**src/rtl/main_data_writer.sv**
```systemverilog
// Bit-reservoir writer: parses an MPEG-1 Layer III frame header, drops the CRC bytes, forwards
// the side info, and serialises the main data MSB-first into the 1-bit reservoir FIFO.
module main_data_writer (
  input  logic        clk,
  input  logic        rst,
  input  logic [7:0]  byte_in,
  input  logic        byte_valid,
  output logic        byte_ready,
  input  logic        frame_start,
  input  logic [10:0] frame_bytes,
  output logic [7:0]  si_byte,
  output logic        si_valid,
  output logic        si_last,
  output logic        fifo_din,
  output logic        fifo_wr_en,
  input  logic        fifo_full,
  output logic        frame_done,
  output logic        frame_error
);

  typedef enum logic [2:0] {StIdle, StHeader, StCrc, StSide, StMain} state_e;

  state_e      state_q, state_d;
  logic [10:0] byte_cnt_q, byte_cnt_d;
  logic [10:0] frame_bytes_q, frame_bytes_d;
  logic        crc_en_q, crc_en_d;
  logic [5:0]  si_len_q, si_len_d;
  logic [7:0]  sr_q, sr_d;
  logic [3:0]  bc_q, bc_d;
  logic        last_q, last_d;
  logic [7:0]  si_byte_q, si_byte_d;
  logic        si_valid_q, si_valid_d;
  logic        si_last_q, si_last_d;
  logic        done_q, done_d;
  logic        err_q, err_d;

  logic        accept;
  logic [10:0] side_base;
  logic        side_end;
  logic [11:0] main_len;
  logic        main_bad;

  assign side_base = crc_en_q ? 11'd6 : 11'd4;
  assign side_end  = (byte_cnt_q + 11'd1) == (side_base + {5'd0, si_len_q});
  assign main_len  = {1'b0, frame_bytes_q} - {1'b0, side_base} - {6'd0, si_len_q};
  assign main_bad  = main_len[11] || (main_len == 12'd0);

  always_comb begin
    state_d       = state_q;
    byte_cnt_d    = byte_cnt_q;
    frame_bytes_d = frame_bytes_q;
    crc_en_d      = crc_en_q;
    si_len_d      = si_len_q;
    sr_d          = sr_q;
    bc_d          = bc_q;
    last_d        = last_q;
    si_byte_d     = si_byte_q;
    si_valid_d    = 1'b0;
    si_last_d     = 1'b0;
    done_d        = 1'b0;
    err_d         = 1'b0;
    byte_ready    = 1'b1;

    // bc is only ever non-zero in StMain, so the write strobe needs no state qualifier.
    fifo_wr_en = (bc_q != 4'd0) && !fifo_full;
    fifo_din   = sr_q[7];

    // Once the final main byte is loaded, hold off further bytes until it drains.
    if (state_q == StMain) begin
      byte_ready = !last_q && ((bc_q == 4'd0) || ((bc_q == 4'd1) && !fifo_full));
    end
    accept = byte_valid && byte_ready;

    if (fifo_wr_en) begin
      sr_d = {sr_q[6:0], 1'b0};
      bc_d = bc_q - 4'd1;
      if (last_q && (bc_q == 4'd1)) begin
        done_d  = 1'b1;
        last_d  = 1'b0;
        state_d = StIdle;
      end
    end

    if (accept) begin
      if (frame_start) begin
        frame_bytes_d = frame_bytes;
        byte_cnt_d    = 11'd1;
        state_d       = StHeader;
        sr_d          = 8'd0;
        bc_d          = 4'd0;
        last_d        = 1'b0;
        err_d         = (state_q != StIdle);
      end else begin
        unique case (state_q)
          StIdle: ;
          StHeader: begin
            byte_cnt_d = byte_cnt_q + 11'd1;
            if (byte_cnt_q == 11'd1) crc_en_d = ~byte_in[0];
            if (byte_cnt_q == 11'd3) begin
              si_len_d = (byte_in[7:6] == 2'b11) ? 6'd17 : 6'd32;
              state_d  = crc_en_q ? StCrc : StSide;
            end
          end
          StCrc: begin
            byte_cnt_d = byte_cnt_q + 11'd1;
            if (byte_cnt_q == 11'd5) state_d = StSide;
          end
          StSide: begin
            byte_cnt_d = byte_cnt_q + 11'd1;
            si_byte_d  = byte_in;
            si_valid_d = 1'b1;
            si_last_d  = side_end;
            if (side_end) begin
              err_d   = main_bad;
              state_d = main_bad ? StIdle : StMain;
            end
          end
          StMain: begin
            byte_cnt_d = byte_cnt_q + 11'd1;
            sr_d       = byte_in;
            bc_d       = 4'd8;
            last_d     = (byte_cnt_q + 11'd1) == frame_bytes_q;
          end
          default: ;
        endcase
      end
    end
  end

  always_ff @(posedge clk) begin
    if (rst) begin
      state_q       <= StIdle;
      byte_cnt_q    <= 11'd0;
      frame_bytes_q <= 11'd0;
      crc_en_q      <= 1'b0;
      si_len_q      <= 6'd32;
      sr_q          <= 8'd0;
      bc_q          <= 4'd0;
      last_q        <= 1'b0;
      si_byte_q     <= 8'd0;
      si_valid_q    <= 1'b0;
      si_last_q     <= 1'b0;
      done_q        <= 1'b0;
      err_q         <= 1'b0;
    end else begin
      state_q       <= state_d;
      byte_cnt_q    <= byte_cnt_d;
      frame_bytes_q <= frame_bytes_d;
      crc_en_q      <= crc_en_d;
      si_len_q      <= si_len_d;
      sr_q          <= sr_d;
      bc_q          <= bc_d;
      last_q        <= last_d;
      si_byte_q     <= si_byte_d;
      si_valid_q    <= si_valid_d;
      si_last_q     <= si_last_d;
      done_q        <= done_d;
      err_q         <= err_d;
    end
  end

  assign si_byte     = si_byte_q;
  assign si_valid    = si_valid_q;
  assign si_last     = si_last_q;
  assign frame_done  = done_q;
  assign frame_error = err_q;

endmodule

```
**config.mk**
```make
export PLATFORM = sky130hd
export DESIGN_NAME = main_data_writer
export DESIGN_NICKNAME = d
export VERILOG_FILES = /design/src/rtl/main_data_writer.sv
export SDC_FILE = /design/constraint.sdc
export NUM_CORES = 1
export LEC_CHECK = 0
export CORE_MARGIN = 2
export CORE_UTILIZATION = 57
export CTS_CLUSTER_DIAMETER = 200
export DETAILED_ROUTE_END_ITERATION = 10
export HOLD_SLACK_MARGIN = 0.12
export PLACE_DENSITY = 0.88
export SYNTH_ARGS = -nofsm -noshare
export SYNTH_HDL_FRONTEND = slang
export SYNTH_SLANG_ARGS = --single-unit
export TNS_END_PERCENT = 50
```
**constraint.sdc**
```tcl
create_clock -name clk -period 3.1 [get_ports clk]
set_clock_uncertainty 0.15 [all_clocks]
set_input_delay 0.31 -clock clk [delete_from_list [all_inputs] [get_ports clk]]
set_output_delay 0.31 -clock clk [all_outputs]
set_load 0.1 [all_outputs]
```
==> results of run 1 <==
## cells by family after synthesis
group / share of synthesized area (%)
compound gates: 17.25
xor+xnor: 7.110
fa+ha+maj: 5.786
buf+inv: 6.065
flops: 29.56
mux: 8.365
simple gates: 25.86
## cell usage in the layout, fill, tap and decap left out, types with 3 or more instances in the layout
master           netlist  final
nor2b_1                6      6
nand3_1               17     17
nand2_1               23     23
o211ai_1               3      3
nor4_1                 4      4
xnor2_1               16     16
nor3_1                14     14
xor2_1                10     10
and2_1                 6      6
nand4b_1               3      3
nor3b_1                3      3
inv_1                 21     21
o21bai_1               7      7
nor4_2                 4      4
nand4_1                3      3
dfxtp_1               53     53
a31oi_1               10     10
buf_4                  3     20
a21oi_1               28     28
a211oi_1               6      6
clkdlybuf4s50_1        0     23
or3_1                  9      9
nand2b_1               9      9
clkbuf_8               0      5
nor2_1                53     53
ha_1                  15     15
mux2i_1               30     30
o21ai_0               13     13
a21o_1                 9      9
and3_1                 4      4
## power groups by stage
| stage | Clock (uW) | Combinational (uW) | Sequential [uW] |
|---|---|---|---|
| CTS | 409 | 424 | 744 |
| finish | 404 | 425 | 744 |
| global placement | 0 | 414 | 756 |
| global route | 434 | 469 | 749 |
| detailed placement | 0 | 421 | 759 |
| floorplan | 0 | 330 | 747 |
## critical path, delay by kind of cell (launching register included)
kind	cells	cell delay (ns)
flops	1	0.56
mux	1	0.33
compound gates	2	0.28
fa+ha+maj	1	0.51
simple gates	2	0.58
xor+xnor	1	0.21
## through the flow
stage          utilization (%)  hold WS, ns  setup slack, ns  total power (uW)
6_report                 67.38       0.3633           0.3858              1573
5_1_grt                  67.38       0.3930           0.2451              1652
4_1_cts                  67.38       0.3636           0.4066              1576
3_5_place_dp             65.91       0.3405           0.4291              1181
3_3_place_gp             65.91       0.3280           0.4649              1170
2_1_floorplan                -       0.3039           0.3381              1076
## path summary, 6_finish.rpt
check	end	slack, ns	depth (start not counted)
max	state_q[1]	0.39	7
min reg2reg	si_byte[4]	0.36	2
min	si_byte[4]	0.36	2
max reg2reg	state_q[1]	0.39	7
## state kept, by name, indices dropped and copies added, names as in the netlist
register,flops
si_valid,1
state_q,3
sr_q,8
bc_q,4
si_len_q,2
frame_bytes_q,11
si_byte,8
frame_done,1
frame_error,1
last_q,1
si_last,1
byte_cnt_q,11
crc_en_q,1
## metal layers
layer  track usage (%)  vias up  share of wire (%)
met4             5.961        0               0.87
met1             33.17     1556                 43
met2             43.77      126                 50
met3             4.175        9                6.3
met5                 0        -                  0
li1                  -     1613                  -
## layout make-up
type                            instances  area share [%]
Inverter                               22           2.046
Sequential cell                        53           26.29
Tap cell                               75           2.325
Multi-Input combinational cell        340           57.25
Clock buffer                            6           1.798
Clock inverter                          2          0.3720
Timing Repair Buffer                   44           9.919
==> impl_metrics.ini, run 1 <==
[worst_setup_path]
cp.arrival_ns = 2.77
cp-end-kind = flop
worst-setup-path-type = reg2reg
startpoint = byte_cnt_q[0]
worstReg2RegStart = byte_cnt_q[0]
max_stage_delay_ns = 0.56
path_cells = ha_1, and3_1, xnor2_1, mux2i_1, nand4_2, a31oi_1, o21ai_1
critPathMaxFanout = 11
critPathRequiredTime_ns = 3.15
start_kind = flop
cpMaxStageDelayCell = dfxtp_1

[finish]
fillers = 481
fin_cells = 542
final_layout_size_suffix_gt1_share_pct = 9.422
num-nets-final = 506
stdcell_area_um2 = 4036
seqCellArea_um2 = 1061
diodes = 0
multi_input_area_um2 = 2311
synthToLayoutAreaGrowth_pct = 12.44

[detailed_routing]
drc = 0
drt_first_iter_violations = 373
ant_nets = 0
wl_um = 8764
wl_per_cell_um = 16.17
vias_per_cell = 6.096
vias = 3304
first_pass_iters = 5

[synth]
synthArstFlopShare_pct = 0
synthCells = 443
ys.flop_type = dfxtp_1
synth_top_cell_area_share_pct = 29.56
synth_common_cells = dfxtp_1 (53), nor2_1 (53), mux2i_1 (30)
syn_avg_cell_area_um2 = 8.103
ys_seq_area_share_pct = 29.56
ys_types = 59
ys_ff_latch = 53
syn_area_um2 = 3590
synth-warning-count = 0
syn_nets = 483
synth-edff-count = 0
ys_top_cells_by_area = dfxtp_1 (30%), mux2i_1 (8.4%), nor2_1 (5.5%)
synth_top_cell_by_area = dfxtp_1

[timing]
max_slew_margin_pct = 64.38
hold_violations = 0
setup_tns_ns = 0
finalCritPeriodShare_pct = 87.55
setup_viol = 0
rsz0062_at_grt = false
tightest_slew_ns = 0.5274
slew_violations = 0
fin_crit_ns = 2.714
fmax_ghz = 0.3684

[power_and_ir_drop]
p_per_area_nw_per_um2 = 389.8
clkPwrFrac_pct = 25.7
p_leak_uw = 0.001653
netSwitchingFraction_pct = 33.95
ir_worst_vdd_uv = 334.3
p_sw_uw = 534.2
seqPwrFrac_pct = 47.3
p_int_uw = 1039
pwr-share-comb_pct = 27.0

[min_path]
worstHoldStart = si_byte[4]
hold_class = reg2reg

[global_routing]
grt_use_total_pct = 25.38
grt_overflow = 0
grt_max_degree = 42
grt_pass1_vias = 3076
grt_pass1_wl_um = 14620
antenna_found_initial = 0

[cts]
cts_buffers = 5
clkTransAtPathRegs_ns = 0.10
cts_sinks = 53
postCtsSetupBuffers = 0
tritoncts = built
clock_latency_ns = 0.31
cts_hold_buf = 0
ctsHtreeMaxLevel = 2
cts.path.max_buffers = 2
cts_resized = 0
root_buffer = clkbuf_8

[floorplanning]
initial_core_util_pct = 59.92
core_area_um2 = 5991
pin_count = 39
die_h_um = 83.36
dieArea_um2 = 6949
rows = 28
die_x_um = 83.36

[place]
place_area_um2 = 3949
gp_congestion = 0.9283
place_hpwl_um = 6533
io_buffers = 38
placed_cells = 534

[status]
status = complete, no violations

[flow_run]
max-cap-violations = 0
Power figures use the tool's default switching activity.
==> run 2: changes to the inputs <==
- CORE_UTILIZATION: 57 -> 62
- CTS_CLUSTER_DIAMETER: 200 -> unset
- PLACE_DENSITY: 0.88 -> 0.94
- clock period: 3.1 -> 3.41 ns (I/O delays scaled with it)
==> impl_metrics.ini, run 2 (synthesis gave the netlist of run 1 again) <==
[power_and_ir_drop]
clkPwrFrac_pct = 25.8
p_per_area_nw_per_um2 = 354.7
netSwitchingFraction_pct = 34.05
p_int_uw = 945.1
ir_worst_vdd_uv = 341.3
p_sw_uw = 488.0
pwr-share-comb_pct = 27.1
seqPwrFrac_pct = 47.1
p_leak_uw = 0.001617

[detailed_routing]
wl_um = 8589
ant_nets = 0
first_pass_iters = 5
top_layer = met4
wl_per_cell_um = 15.99
vias_per_cell = 6.169
vias = 3313
drc = 0
drt_first_iter_violations = 276
wl_met3_um = 568
wl_met2_um = 4140
wl_met1_um = 3682

[global_routing]
grt_pass1_vias = 3029
grt_use_total_pct = 28.09
antenna_found_initial = 0
grt_overflow = 0
grt_max_degree = 47
grt_pass1_wl_um = 14290

[cts]
ctsHtreeMaxLevel = 2
cts_resized = 0
clock_latency_ns = 0.32
cts_hold_buf = 0
cts_sinks = 53
postCtsSetupBuffers = 0
root_buffer = clkbuf_8
clkTransAtPathRegs_ns = 0.10
tritoncts = built
cts.path.max_buffers = 2
cts_buffers = 5

[floorplanning]
die_h_um = 80.09
pin_count = 39
rows = 27
initial_core_util_pct = 64.79
core_area_um2 = 5540
die_x_um = 80.09
dieArea_um2 = 6414

[worst_setup_path]
critPathRequiredTime_ns = 3.50
cp.arrival_ns = 2.76
cpMaxStageDelayCell = o41ai_1
path_cells = inv_1, ha_1, inv_1, ha_1, o41ai_1, nand3_1, a211oi_1, a31oi_1, o31ai_2
critPathMaxFanout = 7
cp-end-kind = flop
worst-setup-path-type = reg2reg
start_kind = flop
max_stage_delay_ns = 0.63
r2r_setup_slack_ns = 0.73
crit_buf_inv = 2
path_delay_family = compound AO/OA/AOI/OAI gates

[finish]
finish.utilization_pct = 72.92
fin_cells = 537
mostFrequentLayoutCells = nor2_1 (53), dfxtp_1 (53), clkdlybuf4s50_1 (36)
top_regs = byte_cnt_q x11, frame_bytes_q x11
num-nets-final = 504
final_layout_size_suffix_gt1_share_pct = 6.452
fillers = 428
synthToLayoutAreaGrowth_pct = 12.55
diodes = 0

[place]
place_hpwl_um = 6330
io_buffers = 38
placed_cells = 529
gp_congestion = 1.009

[status]
status = complete, no violations

[timing]
finalCritPeriodShare_pct = 78.51
rsz0062_at_grt = false
tightest_slew_ns = 1.001
fmax_ghz = 0.3735
max_slew_margin_pct = 33.08
fin_crit_ns = 2.677
setup_viol = 0
setup_tns_ns = 0
hold_violations = 0
slew_violations = 0

[flow_run]
max-cap-violations = 0

[min_path]
hold_class = reg2reg
[run 2: per-layer routing]
metal	GRT usage [%]	vias up
li1	-	1594
met5	0	-
met3	4.607	25
met2	48.25	164
met4	8.983	0
met1	35.89	1530
[run 2: metrics by stage]
step                area (um^2)  total power (uW)  hold slack, ns  setup WS (ns)
floorplan                  3590             978.5          0.3349         0.6481
global placement           3950              1060          0.3252         0.8532
detailed placement         3950              1073          0.3354         0.7798
CTS                        4040              1437          0.3607         0.7393
global route               4040              1498          0.3837         0.5786
finish                     4040              1433          0.3567         0.7329
[run 2: final cells by class]
type / instances / area [um^2] / area share, %
repair buffers: 42 / 405.4 / 10.03
multi-input cells: 340 / 2311 / 57.20
flip-flops and latches: 53 / 1061 / 26.26
well taps: 72 / 90.09 / 2.230
clock inverters: 3 / 21.27 / 0.5265
clock buffers: 5 / 68.82 / 1.703
inverters: 22 / 82.58 / 2.044
[run 2: power groups by stage]
stage	combinational (uW)	clock [uW]	sequential, uW
floorplan	300	0	679
global placement	374	0	687
detailed placement	383	0	690
CTS	385	376	675
global route	420	397	680
finish	388	369	676
[run 2: final timing paths]
kind	startpoint	to	depth (start not counted)
worst min-delay path	si_byte[7]	si_byte[7]	2
worst min register to register	si_byte[7]	si_byte[7]	2
worst max-delay path	frame_bytes_q[5]	frame_error	9
worst max register to register	frame_bytes_q[5]	frame_error	9
[run 2: tightest hold or removal path, cell delays in order, from the launching register on]
cell	delay, ns
dfxtp_1	0.34
mux2i_1	0.07
nor2_1	0.07
